$ cat src/rtl/core_pkg.sv
`default_nettype none
// +--------------------------------------------------------------------------+
// | core_pkg                                                                 |
// | Shared download-index constants, loader FSM states and write-entry type. |
// | Revision: 1.0                                                            |
// +--------------------------------------------------------------------------+
package core_pkg;

  // ioctl_index value that targets the ROM BIOS image
  localparam logic [7:0] IOCTL_IDX_ROMBIOS = 8'h00;

  // Loader phases: waiting, accepting words, flushing the buffer, image complete
  typedef enum logic [1:0] {
    ST_IDLE  = 2'd0,
    ST_LOAD  = 2'd1,
    ST_DRAIN = 2'd2,
    ST_DONE  = 2'd3
  } ldr_state_e;

  // One buffered SDRAM write
  typedef struct packed {
    logic [24:0] addr;
    logic [15:0] data;
  } wentry_t;

endpackage
`default_nettype wire

$ cat src/rtl/ioctl_wfifo.sv
`default_nettype none
// +--------------------------------------------------------------------------+
// | ioctl_wfifo                                                              |
// | Power-of-two write buffer with registered occupancy and full/empty flags.|
// | The head entry is presented combinationally on dout_o.                   |
// | Revision: 1.0                                                            |
// +--------------------------------------------------------------------------+
module ioctl_wfifo #(
  parameter int WIDTH = 41,
  parameter int DEPTH = 4
) (
  input  logic                   clk_i,
  input  logic                   rst_i,
  input  logic                   push_i,
  input  logic [WIDTH-1:0]       din_i,
  input  logic                   pop_i,
  output logic [WIDTH-1:0]       dout_o,
  output logic                   full_o,
  output logic                   empty_o,
  output logic [$clog2(DEPTH):0] count_o
);

  localparam int              AW        = $clog2(DEPTH);
  localparam logic [AW:0]     C_DEPTH   = (AW+1)'(DEPTH);
  localparam logic [AW:0]     C_CNT_ONE = (AW+1)'(1);
  localparam logic [AW-1:0]   C_PTR_ONE = AW'(1);

  logic [WIDTH-1:0] mem_q [DEPTH];
  logic [AW-1:0]    wr_ptr_q;
  logic [AW-1:0]    rd_ptr_q;
  logic [AW:0]      count_q;
  logic [AW:0]      count_d;
  logic             push_ok;
  logic             pop_ok;

  assign full_o  = (count_q == C_DEPTH);
  assign empty_o = (count_q == '0);
  assign push_ok = push_i && !full_o;
  assign pop_ok  = pop_i && !empty_o;
  assign dout_o  = mem_q[rd_ptr_q];
  assign count_o = count_q;

  // Occupancy after this edge; a simultaneous push and pop cancel out
  always_comb begin
    count_d = count_q;
    if (push_ok && !pop_ok) begin
      count_d = count_q + C_CNT_ONE;
    end else if (!push_ok && pop_ok) begin
      count_d = count_q - C_CNT_ONE;
    end
  end

  // Storage array; contents need no reset because the pointers gate visibility
  always_ff @(posedge clk_i) begin
    if (push_ok) begin
      mem_q[wr_ptr_q] <= din_i;
    end
  end

  // Pointer and occupancy bookkeeping
  always_ff @(posedge clk_i) begin
    if (rst_i) begin
      wr_ptr_q <= '0;
      rd_ptr_q <= '0;
      count_q  <= '0;
    end else begin
      if (push_ok) begin
        wr_ptr_q <= wr_ptr_q + C_PTR_ONE;
      end
      if (pop_ok) begin
        rd_ptr_q <= rd_ptr_q + C_PTR_ONE;
      end
      count_q <= count_d;
    end
  end

endmodule
`default_nettype wire

$ cat src/rtl/ioctl_loader.sv
`default_nettype none
// +--------------------------------------------------------------------------+
// | ioctl_loader                                                             |
// | Streams a ROM BIOS download from the ioctl bus into SDRAM through a      |
// | small write buffer, with back-pressure and error reporting.              |
// | Revision: 1.0                                                            |
// +--------------------------------------------------------------------------+
module ioctl_loader
  import core_pkg::*;
#(
  parameter logic [24:0] ROM_BASE_A = 25'h000000,
  parameter logic [24:0] ROM_SIZE   = 25'h100000,
  parameter int          FIFO_DEPTH = 4
) (
  input  logic        clk_sys,
  input  logic        reset,
  input  logic        ioctl_download,
  input  logic [7:0]  ioctl_index,
  input  logic        ioctl_wr,
  input  logic [24:0] ioctl_addr,
  input  logic [15:0] ioctl_dout,
  output logic        ioctl_wait,
  output logic        mem_req,
  output logic [24:0] mem_addr,
  output logic [15:0] mem_din,
  input  logic        mem_ack,
  output logic        rom_loaded,
  output logic        load_err
);

  localparam int            CW           = $clog2(FIFO_DEPTH) + 1;
  localparam logic [CW-1:0] C_ONE        = CW'(1);
  localparam logic [CW-1:0] C_WAIT_LEVEL = CW'(FIFO_DEPTH - 1);

  ldr_state_e    state_q;
  logic          rom_loaded_q;
  logic          load_err_q;
  logic          wait_q;
  logic          req_q;
  logic [24:0]   addr_q;
  logic [15:0]   din_q;

  wentry_t       push_ent;
  wentry_t       head_ent;
  logic          fifo_full;
  logic          fifo_empty;
  logic [CW-1:0] fifo_count;
  logic [CW-1:0] occ_next;
  logic          rom_sel;
  logic          accepting;
  logic          wr_rom;
  logic          push;
  logic          drop;
  logic          pop;

  // Only ROM BIOS downloads are handled; words arriving in LOAD or DRAIN count
  assign rom_sel   = ioctl_download && (ioctl_index == IOCTL_IDX_ROMBIOS);
  assign accepting = (state_q == ST_LOAD) || (state_q == ST_DRAIN);
  assign wr_rom    = accepting && rom_sel && ioctl_wr;
  assign push      = wr_rom && (ioctl_addr < ROM_SIZE) && !fifo_full;
  assign drop      = wr_rom && !push;
  assign pop       = req_q && mem_ack;

  // Target address wraps within the 25-bit SDRAM space
  assign push_ent.addr = ROM_BASE_A + ioctl_addr;
  assign push_ent.data = ioctl_dout;

  ioctl_wfifo #(
    .WIDTH ($bits(wentry_t)),
    .DEPTH (FIFO_DEPTH)
  ) u_wfifo (
    .clk_i   (clk_sys),
    .rst_i   (reset),
    .push_i  (push),
    .din_i   (push_ent),
    .pop_i   (pop),
    .dout_o  (head_ent),
    .full_o  (fifo_full),
    .empty_o (fifo_empty),
    .count_o (fifo_count)
  );

  // Occupancy the buffer will hold after this edge, used for back-pressure
  always_comb begin
    occ_next = fifo_count;
    if (push && !pop) begin
      occ_next = fifo_count + C_ONE;
    end else if (!push && pop) begin
      occ_next = fifo_count - C_ONE;
    end
  end

  // Load sequencing with registered rom_loaded / load_err
  always_ff @(posedge clk_sys) begin
    if (reset) begin
      state_q      <= ST_IDLE;
      rom_loaded_q <= 1'b0;
      load_err_q   <= 1'b0;
    end else begin
      unique case (state_q)
        // DONE re-arms on level: a new download may already be high when the drain ends
        ST_IDLE, ST_DONE: begin
          if (rom_sel) begin
            state_q      <= ST_LOAD;
            rom_loaded_q <= 1'b0;
            load_err_q   <= 1'b0;
          end
        end
        ST_LOAD: begin
          if (drop) begin
            load_err_q <= 1'b1;
          end
          if (!ioctl_download) begin
            state_q <= ST_DRAIN;
          end
        end
        ST_DRAIN: begin
          if (drop) begin
            load_err_q <= 1'b1;
          end
          if (fifo_empty && !req_q) begin
            state_q      <= ST_DONE;
            rom_loaded_q <= 1'b1;
          end
        end
        default: begin
          state_q <= ST_IDLE;
        end
      endcase
    end
  end

  // Issue one request per buffered entry, idling a cycle after each ack
  always_ff @(posedge clk_sys) begin
    if (reset) begin
      req_q  <= 1'b0;
      addr_q <= '0;
      din_q  <= '0;
    end else if (req_q) begin
      if (mem_ack) begin
        req_q <= 1'b0;
      end
    end else if (!fifo_empty) begin
      req_q  <= 1'b1;
      addr_q <= head_ent.addr;
      din_q  <= head_ent.data;
    end
  end

  // Hold off the sender once the buffer is within one entry of full
  always_ff @(posedge clk_sys) begin
    if (reset) begin
      wait_q <= 1'b0;
    end else begin
      wait_q <= (occ_next >= C_WAIT_LEVEL);
    end
  end

  assign ioctl_wait = wait_q;
  assign mem_req    = req_q;
  assign mem_addr   = addr_q;
  assign mem_din    = din_q;
  assign rom_loaded = rom_loaded_q;
  assign load_err   = load_err_q;

endmodule
`default_nettype wire
$ cat config.mk
export PLATFORM = sky130hd
export DESIGN_NAME = ioctl_loader
export DESIGN_NICKNAME = d
export VERILOG_FILES = /design/src/rtl/core_pkg.sv /design/src/rtl/ioctl_wfifo.sv /design/src/rtl/ioctl_loader.sv
export SDC_FILE = /design/constraint.sdc
export NUM_CORES = 1
export LEC_CHECK = 0
export CAP_MARGIN = 20
export CORE_MARGIN = 2
export CORE_UTILIZATION = 35
export DETAILED_ROUTE_END_ITERATION = 7
export PLACE_DENSITY = 0.6
export SLEW_MARGIN = 20
export SYNTH_ARGS = -nofsm -noshare
export SYNTH_HDL_FRONTEND = slang
export SYNTH_SLANG_ARGS = --single-unit
$ cat constraint.sdc
create_clock -name clk_sys -period 4.1 [get_ports clk_sys]
set_input_delay 0.41 -clock clk_sys [delete_from_list [all_inputs] [get_ports clk_sys]]
set_output_delay 0.41 -clock clk_sys [all_outputs]
set_load 0.01 [all_outputs]
==> results.json <==
{
  "clkTransAtPathRegs_ps": 60,
  "drt_iter0_drc": 195,
  "rsz0062_at_grt": "false",
  "seq_power_share_pct": 52.6,
  "numCtsBuffers": 23,
  "cts.sinks": 218,
  "die_w_um": 157,
  "cts_tree": "done",
  "most-common-layout-cells": "edfxtp_1 (164), clkdlybuf4s50_1 (97), nand2_1 (90), dfxtp_1 (52), a21oi_1 (50)",
  "htreeDepth": 1,
  "syn-cell-area_um2": 8210,
  "path_max_fanout": 23,
  "crit-reg2reg-launch": "u_wfifo.count_o[0]",
  "layout_commonest_cell": "edfxtp_1",
  "yosysUniqueCellTypes": 38,
  "dp.cells": 894,
  "final_nets": 664,
  "floorplan.initialDensity_pct": 35.3,
  "worstPathArrival_ps": 2930,
  "combPwrFrac_pct": 3.5,
  "p_clk_share_pct": 44.0,
  "dieArea_um2": 24700,
  "ant_nets": 0,
  "path_class": "flip-flop to flip-flop",
  "leakage_nw": 3.22,
  "finish.instance_area_um2": 10200,
  "drc": 0,
  "tightest_slew_ps": 961,
  "ctsResizeCount": 0,
  "tns_ps": 0,
  "area_delta_synth_final_pct": 24.9,
  "total_power_mw": 4.54,
  "ys_seq_area_share_pct": 73.2,
  "hold_buffers": 0,
  "post_dp_cell_area_um2": 9520,
  "route.met2.wl_mm": 8.33,
  "utilization_pct": 44.1,
  "drive_gt1_share_pct": 16.3,
  "yosysTopAreaCell": "edfxtp_1",
  "r2r_setup_slack_ps": 1370,
  "ys_top_cells_by_area": "edfxtp_1 (60%), dfxtp_1 (13%), mux4_2 (11%), nand2_1 (4.1%), a21oi_1 (3.1%)",
  "ff2ff_path_depth": 6,
  "synth-edff-count": 164,
  "maxSlewHeadroom_pct": 35.9,
  "r2r_end": "u_wfifo.mem_q[2][21]",
  "syn_nets": 560,
  "yosys_register_bits": 218,
  "yosys_warnings": 0,
  "antenna_found_initial": 0,
  "num_vias": 4484,
  "postSynth.asyncResetShare_pct": 0,
  "num-fill-cells": 2122,
  "syn_area_per_cell_um2": 16.5,
  "gp_congestion": 0.742,
  "ys.flop_type": "edfxtp_1",
  "irDropWorstVdd_v": 0.000234,
  "startpoint": "u_wfifo.count_o[0]",
  "final_max_slew_viol_count": 0,
  "grt_start_max_net_pins": 55,
  "synthCells": 496,
  "gr-usage-all-layers_pct": 14.1,
  "ioPinCount": 99,
  "endpoint": "u_wfifo.mem_q[2][21]",
  "drt_wl_total_mm": 17.0,
  "switchingPower_mw": 0.909,
  "critPathCaptureType": "flip-flop",
  "clock_latency_ps": 500,
  "grt_pass1_vias": 4789,
  "m1WireLength_mm": 7.55,
  "powerDensity_nw_per_um2": 443,
  "num_rows": 56,
  "instances_no_fill": 934,
  "setup_violations": 0,
  "period_share_pct": 66.6,
  "maxClockFrequency_mhz": 366,
  "max-cap-violations": 0,
  "required_ps": 4290,
  "wl_met3_um": 860,
  "vias_per_cell": 4.80,
  "cts_setup_buffers": 0,
  "synth_top_area_share_pct": 60.0,
  "highest-signal-layer": "met4",
  "clk_path_buf_depth": 3,
  "die_h_um": 157,
  "internal_power_mw": 3.63,
  "cts_root_buffer": "clkbuf_16",
  "core_um2": 23300,
  "numPortBuffers": 98,
  "hp-class": "flip-flop to flip-flop",
  "skew_ps": 7.54,
  "period_needed_ps": 2730,
  "gr-total-overflow": 0,
  "start_kind": "flip-flop",
  "swShare_pct": 20.0,
  "status": "completed",
  "wl_per_cell_um": 18.2,
  "hpwlAfterDp_mm": 10.5,
  "final-hold-violation-count": 0,
  "diodes": 0,
  "drt_pass1_iterations": 4,
  "grt_pass1_wl_mm": 26.7
}
[power groups by stage]
stage / Clock, mW / Combinational, mW / Sequential, mW
after floorplan: 0 / 0.0614 / 2.43
after global placement: 0 / 0.151 / 2.43
after detailed placement: 0 / 0.158 / 2.43
after CTS: 2.05 / 0.159 / 2.38
after global routing: 2.14 / 0.175 / 2.38
final: 1.99 / 0.158 / 2.38
[worst max-delay path, cell delays in order, from the launching register on]
cell     delay [ps]
dfxtp_1         430
inv_1           120
ha_1            280
a21oi_1         260
and4_1          350
and3_2          660
buf_4           320
[flip-flops by register name, indices dropped and copies added, names as in the netlist]
name              flops
u_wfifo.rd_ptr_q      2
u_wfifo.mem_q       164
mem_addr             25
mem_req               1
u_wfifo.wr_ptr_q      2
rom_loaded            1
load_err              1
state_q               2
u_wfifo.count_o       3
mem_din              16
ioctl_wait            1
[per-stage QoR]
| step | worst slack (ps) | hold WS [ps] |
|---|---|---|
| 6_report | 1370 | 452 |
| 3_5_place_dp | 981 | 446 |
| 4_1_cts | 1360 | 455 |
| 3_3_place_gp | 1090 | 445 |
| 5_1_grt | 1220 | 473 |
| 2_1_floorplan | 1440 | 449 |
[synth_stat cells, types with 2 or more instances]
cell type / instances
o21ai_0: 4
o211ai_1: 2
xor2_1: 4
nor3_1: 2
buf_2: 12
nand2_1: 90
mux4_2: 41
nand3_1: 3
o31ai_1: 2
inv_1: 9
nor2_1: 7
ha_1: 10
nand2b_1: 2
nor4_2: 2
dfxtp_1: 54
buf_6: 2
and3_1: 4
a21oi_1: 51
clkbuf_1: 9
edfxtp_1: 164
buf_4: 5
[cell families (layout without fill, tap and decap cells)]
kind of cell	count (synthesis)	in the layout	share of synthesized area, %
adders and majority gates	10	10	1.52
buffers and inverters	37	156	2.29
muxes	42	42	11.4
and+or+nand+nor	116	116	6.17
AOI/OAI and AO/OA	69	69	5.03
xor gates and xnor gates	4	4	0.427
DFF	218	218	73.2
[worst min path at each step]
stage / slack (ps) / end / depth (start not counted) / startpoint
3_3_place_gp: 440 / mem_din[12] / 2 / mem_din[12]
2_1_floorplan: 450 / state_q[1] / 2 / state_q[1]
3_5_place_dp: 450 / mem_addr[19] / 2 / mem_addr[19]
6_report: 450 / mem_addr[19] / 2 / mem_addr[19]
5_1_grt: 470 / mem_din[3] / 2 / mem_din[3]
4_1_cts: 450 / mem_addr[19] / 2 / mem_addr[19]
[layer usage]
metal,track usage (%),vias to the layer above
met4,3.77,0
li1,-,2091
met2,23.8,114
met5,0,-
met1,18.7,2255
met3,2.81,24
[layout make-up]
cell class                 count  area [um^2]  share of cell area, %
timing repair buffer         107         1040                   10.2
clock inverter                16          138                   1.34
sequential                   218         6010                   58.7
multi-input combinational    241         2030                   19.8
tap                          319          399                   3.89
inverter                       9         33.8                  0.330
clock buffer                  24          589                   5.75
Note: power is estimated with default switching activity, not from simulation.
==> edit 1 (same flow settings) <==
Reset style: asynchronous (`reset` and `rst_i`), changed in 4 clocked blocks.
--- a/src/rtl/ioctl_wfifo.sv
+++ b/src/rtl/ioctl_wfifo.sv
@@ -58,7 +58,7 @@
   end
 
   // Pointer and occupancy bookkeeping
-  always_ff @(posedge clk_i) begin
+  always_ff @(posedge clk_i or posedge rst_i) begin
     if (rst_i) begin
       wr_ptr_q <= '0;
       rd_ptr_q <= '0;
--- a/src/rtl/ioctl_loader.sv
+++ b/src/rtl/ioctl_loader.sv
@@ -91,7 +91,7 @@
   end
 
   // Load sequencing with registered rom_loaded / load_err
-  always_ff @(posedge clk_sys) begin
+  always_ff @(posedge clk_sys or posedge reset) begin
     if (reset) begin
       state_q      <= ST_IDLE;
       rom_loaded_q <= 1'b0;
@@ -131,7 +131,7 @@
   end
 
   // Issue one request per buffered entry, idling a cycle after each ack
-  always_ff @(posedge clk_sys) begin
+  always_ff @(posedge clk_sys or posedge reset) begin
     if (reset) begin
       req_q  <= 1'b0;
       addr_q <= '0;
@@ -148,7 +148,7 @@
   end
 
   // Hold off the sender once the buffer is within one entry of full
-  always_ff @(posedge clk_sys) begin
+  always_ff @(posedge clk_sys or posedge reset) begin
     if (reset) begin
       wait_q <= 1'b0;
     end else begin
Formal check against the unedited RTL: differs if reset is asserted again (counterexample within 4 cycles, from zero or initial values and one cycle with reset high); with reset held inactive, the same outputs for 4 cycles.
==> edit 1 against the original RTL <==
Utilization grew 0.47 points. Critical endpoint is now u_wfifo.mem_q[0][34]$_DFFE_PP_. Largest cell class unchanged. Synthesized area grew 0.90%. Critical path depth is the same. Sequential cell count is the same. Worst setup slack lost 0.070 ns. Final area grew 1.4%. Wire length shrank 10%.
Power is not compared: it rests on default switching activity, and its combinational part moved more than twofold at a synthesized area within 25%.
==> edit 1: results (changes against the original RTL) <==
Status
  • Outcome: finished clean (unchanged)

Setup path
  • CP arrival: 2.98 ns (was 2.93 ns)
  • Reg2Reg Setup Slack: 1.40 ns (was 1.37 ns)
  • CP peak stage delay: 0.56 ns (was 0.66 ns)
  • CP max stage cell: nor4_1 (was and3_2)
  • Worst R2R Path Depth: 7 (was 6)
  • Worst r2r src: u_wfifo.count_o[0]$_DFFE_PP0P_ (was u_wfifo.count_o[0]$_SDFFE_PP0P_)
  • Crit-path max FO: 17 (was 23)
  • Crit path from: ioctl_addr[23] (was u_wfifo.count_o[0]$_SDFFE_PP0P_)

Yosys
  • Yosys warning total: 0 (unchanged)
  • Sequential share of the synthesized area: 75.8% (was 73.2%)
  • Distinct cell type count after synthesis: 31 (was 38)
  • Post-synthesis adder-cell area fraction: 1.51% (was 1.52%)
  • Synth Area in Compound Gates: 1.18% (was 5.03%)
  • Post-synth top cells: 164 x edfxtp_1, 54 x dfrtp_1, 41 x mux2_2, 41 x mux4_2, 11 x inv_1 (was 164 x edfxtp_1, 90 x nand2_1, 54 x dfxtp_1)
  • Mux contribution to synthesized area: 17.2% (was 11.4%)
  • Async SR Flop Fraction: 24.8% (was 0%)
  • Synth area leaders: edfxtp_1 59%, dfrtp_1 16%, mux4_2 11% (was edfxtp_1 60%, dfxtp_1 13%, mux4_2 11%)
  • Post-synthesis instance total: 390 (was 496)

GRT
  • Gr usage total: 12.7% (was 14.1%)
  • Vias in the first global route: 4333 (was 4789)
  • Global-route wire length before repair: 23900 um (was 26700 um)

Drt
  • Vias per std cell: 4.65 (was 4.80)
  • DRT iter0 DRCs: 229 (was 195)
  • Total number of vias: 3910 (was 4484)

Placement
  • RD Place Congestion: 0.764 (was 0.742)
  • Dpl cell area: 9710 um^2 (was 9520 um^2)
  • Final HPWL DP: 9690 um (was 10500 um)
  • Placed Cells: 800 (was 894)

Layout
  • # fillers: 2014 (was 2122)
  • Fraction of layout cells with a size suffix above 1: 25.3% (was 16.3%)
  • Final #Nets: 570 (was 664)

Timing
  • Skew final: 0.0170 ns (was 0.00754 ns)
  • Least-Margin Pin Slew: 1.06 ns (was 0.961 ns)
==> edit 1: stage by stage <==
stage          power (W)  hold slack [ns]  util [%]  setup slack (ns)
3_5_place_dp     0.00477            0.496      41.6             0.738
3_3_place_gp     0.00473            0.491      41.6             0.823
4_1_cts          0.00668            0.487      44.5              1.28
6_report         0.00656            0.456      44.5              1.30
5_1_grt          0.00690            0.522      44.5              1.12
2_1_floorplan    0.00399            0.495         -              1.34
==> edit 1: layout make-up <==
type                    instances  area [um^2]  area share, %
flip-flops and latches        218         6280           60.5
multi-input cells             147         1910           18.4
repair buffers                105         1070           10.3
clock buffers                  34          617           5.94
well taps                     319          399           3.84
clock inverters                 7         66.3          0.638
inverters                      11         41.3          0.397
==> edit 1: worst reg2reg max path: stages, from the launching register on <==
cell	delay (ns)
dfrtp_1	0.42
inv_1	0.11
ha_1	0.24
a21oi_1	0.18
nand2_1	0.13
nor4_4	0.43
and2_2	0.53
buf_4	0.34
==> edit 1: metal layers <==
metal	track usage, %	share of wire [%]	up-vias
met5	0	0	-
met4	3.29	2.3	0
met3	3.01	5.2	24
met2	21.9	51	97
met1	16.0	41	2009
li1	-	-	1780
==> edit 1: worst min path at each step <==
stage	cells past startpoint	endpoint	slack (ns)	startpoint
after global routing	1	mem_addr[23]$_DFFE_PP0P_	0.52	mem_addr[23]$_DFFE_PP0P_
after floorplan	2	u_wfifo.count_o[1]$_DFFE_PP0P_	0.50	u_wfifo.count_o[1]$_DFFE_PP0P_
final	2	rom_loaded$_DFFE_PP0P_	0.46	reset
after CTS	2	mem_din[0]$_DFFE_PP0P_	0.49	reset
after detailed placement	1	mem_din[0]$_DFFE_PP0P_	0.50	mem_din[0]$_DFFE_PP0P_
after global placement	1	mem_din[3]$_DFFE_PP0P_	0.49	mem_din[3]$_DFFE_PP0P_
==> edit 1: power by group <==
group          switching (W)  leakage [nW]  total, W  internal, W
Sequential          0.000363          2.10   0.00300      0.00263
Combinational       0.000570          1.13   0.00168      0.00111
Clock               0.000783         0.333   0.00189      0.00111
Total                0.00172          3.57   0.00656      0.00485
==> edit 1: cells by family (layout without fill, tap and decap cells) <==
kind of cell | after synthesis | count (layout)
DFF | 218 | 218
muxes | 85 | 85
and+or+nand+nor | 31 | 31
buffers and inverters | 25 | 157
AOI/OAI and AO/OA | 15 | 15
adders and majority gates | 10 | 10
xor gates and xnor gates | 6 | 6
==> edit 2 (same flow settings) <==
Without the edit above. `FIFO_DEPTH`: 4 -> 2.
--- a/src/rtl/ioctl_loader.sv
+++ b/src/rtl/ioctl_loader.sv
@@ -10,7 +10,7 @@
 #(
   parameter logic [24:0] ROM_BASE_A = 25'h000000,
   parameter logic [24:0] ROM_SIZE   = 25'h100000,
-  parameter int          FIFO_DEPTH = 4
+  parameter int          FIFO_DEPTH = 2
 ) (
   input  logic        clk_sys,
   input  logic        reset,
Check against the original RTL: not equivalent (Yosys sat finds a counterexample within 4 cycles, from zero or initial values and one cycle with reset high).
==> edit 2 against the original RTL <==
Wire length is 47% lower. Via count down 35%. Highest routed layer unchanged. Sequential cell count decreased by 85. Worst setup slack worse by 0.031 ns. Maximum frequency down 1.1%. Utilization rose by 5.5 points. Final area decreased by 35%. Total power decreased by 31%. Die area down 40%. Synthesized area down 41%. Largest cell class unchanged. Global-route usage decreased by 0.98 points.
==> edit 2: results (changes against the original RTL) <==
Status
  • Outcome: finished clean (unchanged)

Yosys
  • Post-synth top cells: 82 x edfxtp_1, 54 x nor2_1, 51 x dfxtp_1 (was 164 x edfxtp_1, 90 x nand2_1, 54 x dfxtp_1)
  • Post-synth EDFFs: 82 (was 164)
  • Mapped Nets: 393 (was 560)
  • Sequential share of the synthesized area: 72.1% (was 73.2%)
  • Distinct cell type count after synthesis: 31 (was 38)
  • Synth Area in Compound Gates: 8.23% (was 5.03%)
  • Mapped Avg Cell Area: 14.5 um^2 (was 16.5 um^2)
  • Synth area leaders: edfxtp_1 51%, dfxtp_1 21%, mux2i_1 8.7% (was edfxtp_1 60%, dfxtp_1 13%, mux4_2 11%)
  • Mux contribution to synthesized area: 8.70% (was 11.4%)

Setup path
  • CP peak stage delay: 0.54 ns (was 0.66 ns)
  • CP max stage cell: and2_2 (was and3_2)
  • Reg2Reg Setup Slack: 1.34 ns (was 1.37 ns)

Placement
  • RD Place Congestion: 0.883 (was 0.742)
  • Placed Cells: 594 (was 894)

Pwr
  • Reg power frac: 46.3% (was 52.6%)
  • Clk pwr: 0.00151 W (was 0.00199 W)
  • Leak: 2.11 nW (was 3.22 nW)
  • P_int: 0.00252 W (was 0.00363 W)

Clock tree
  • CTS buffer count: 17 (was 23)
  • CTS max path bufs: 2 (was 3)
  • H-tree depth: 4 (was 1)
  • Worst-Skew Late Latency: 0.41 ns (was 0.50 ns)

Worst hold path
  • Hold Path Sink: mem_addr[12]$_SDFFE_PP0P_ (was mem_addr[19]$_SDFFE_PP0P_)
  • Worst hold path startpoint: mem_addr[12]$_SDFFE_PP0P_ (was mem_addr[19]$_SDFFE_PP0P_)

Drt
  • DRT iter0 DRCs: 77 (was 195)
  • Total number of vias: 2898 (was 4484)
  • Average wire per cell in the routed design: 14.4 um (was 18.2 um)

Timing
  • Least-Margin Pin Slew: 1.03 ns (was 0.961 ns)

GRT
  • Global-route wire length before repair: 14300 um (was 26700 um)
  • Largest net degree at the start of global routing: 52 (was 55)

Layout
  • Final #Nets: 496 (was 664)
  • Fraction of layout cells with a size suffix above 1: 9.11% (was 16.3%)
[edit 2: cell count changes after synthesis, sizes merged, moves of 5 or more]
| cell | change |
|---|---|
| nand2 | -84 |
| edfxtp | -82 |
| ha | -5 |
| clkbuf | +6 |
| mux4 | -41 |
| a21oi | -47 |
| a211oi | +40 |
| nor2 | +47 |
| buf | -15 |
| mux2i | +41 |
[edit 2: worst max-delay path by stage]
stage,endpoint,slack [ns]
CTS,u_wfifo.mem_q[1][30]$_DFFE_PP_,1.28
global route,u_wfifo.mem_q[1][30]$_DFFE_PP_,1.14
floorplan,u_wfifo.mem_q[0][0]$_DFFE_PP_,0.47
detailed placement,u_wfifo.mem_q[1][37]$_DFFE_PP_,0.97
finish,u_wfifo.mem_q[1][35]$_DFFE_PP_,1.34
global placement,u_wfifo.mem_q[1][37]$_DFFE_PP_,1.04
[edit 2: cell type report]
cell class / count / area share [%]
timing repair buffer: 103 / 15.5
clock inverter: 13 / 2.46
sequential: 133 / 52.7
tap: 176 / 3.33
clock buffer: 19 / 6.54
inverter: 5 / 0.284
multi-input combinational: 177 / 19.2
[edit 2: per-layer routing]
layer | up-vias | share of wire (%) | track usage [%]
met5 | - | 0 | 0
met4 | 0 | 2.0 | 6.47
met3 | 15 | 5.0 | 5.08
met2 | 72 | 51 | 22.4
met1 | 1358 | 42 | 14.3
li1 | 1453 | - | -
[edit 2: through the flow]
stage	cell area [um^2]	hold slack, ns	total power [W]	utilization, %	setup slack [ns]
after floorplan	4830	0.483	0.00155	-	0.466
after global placement	6020	0.487	0.00163	45.1	1.04
after detailed placement	6020	0.490	0.00163	45.1	0.970
after CTS	6620	0.497	0.00315	49.6	1.28
after global routing	6620	0.514	0.00323	49.6	1.14
final	6620	0.494	0.00311	49.6	1.34
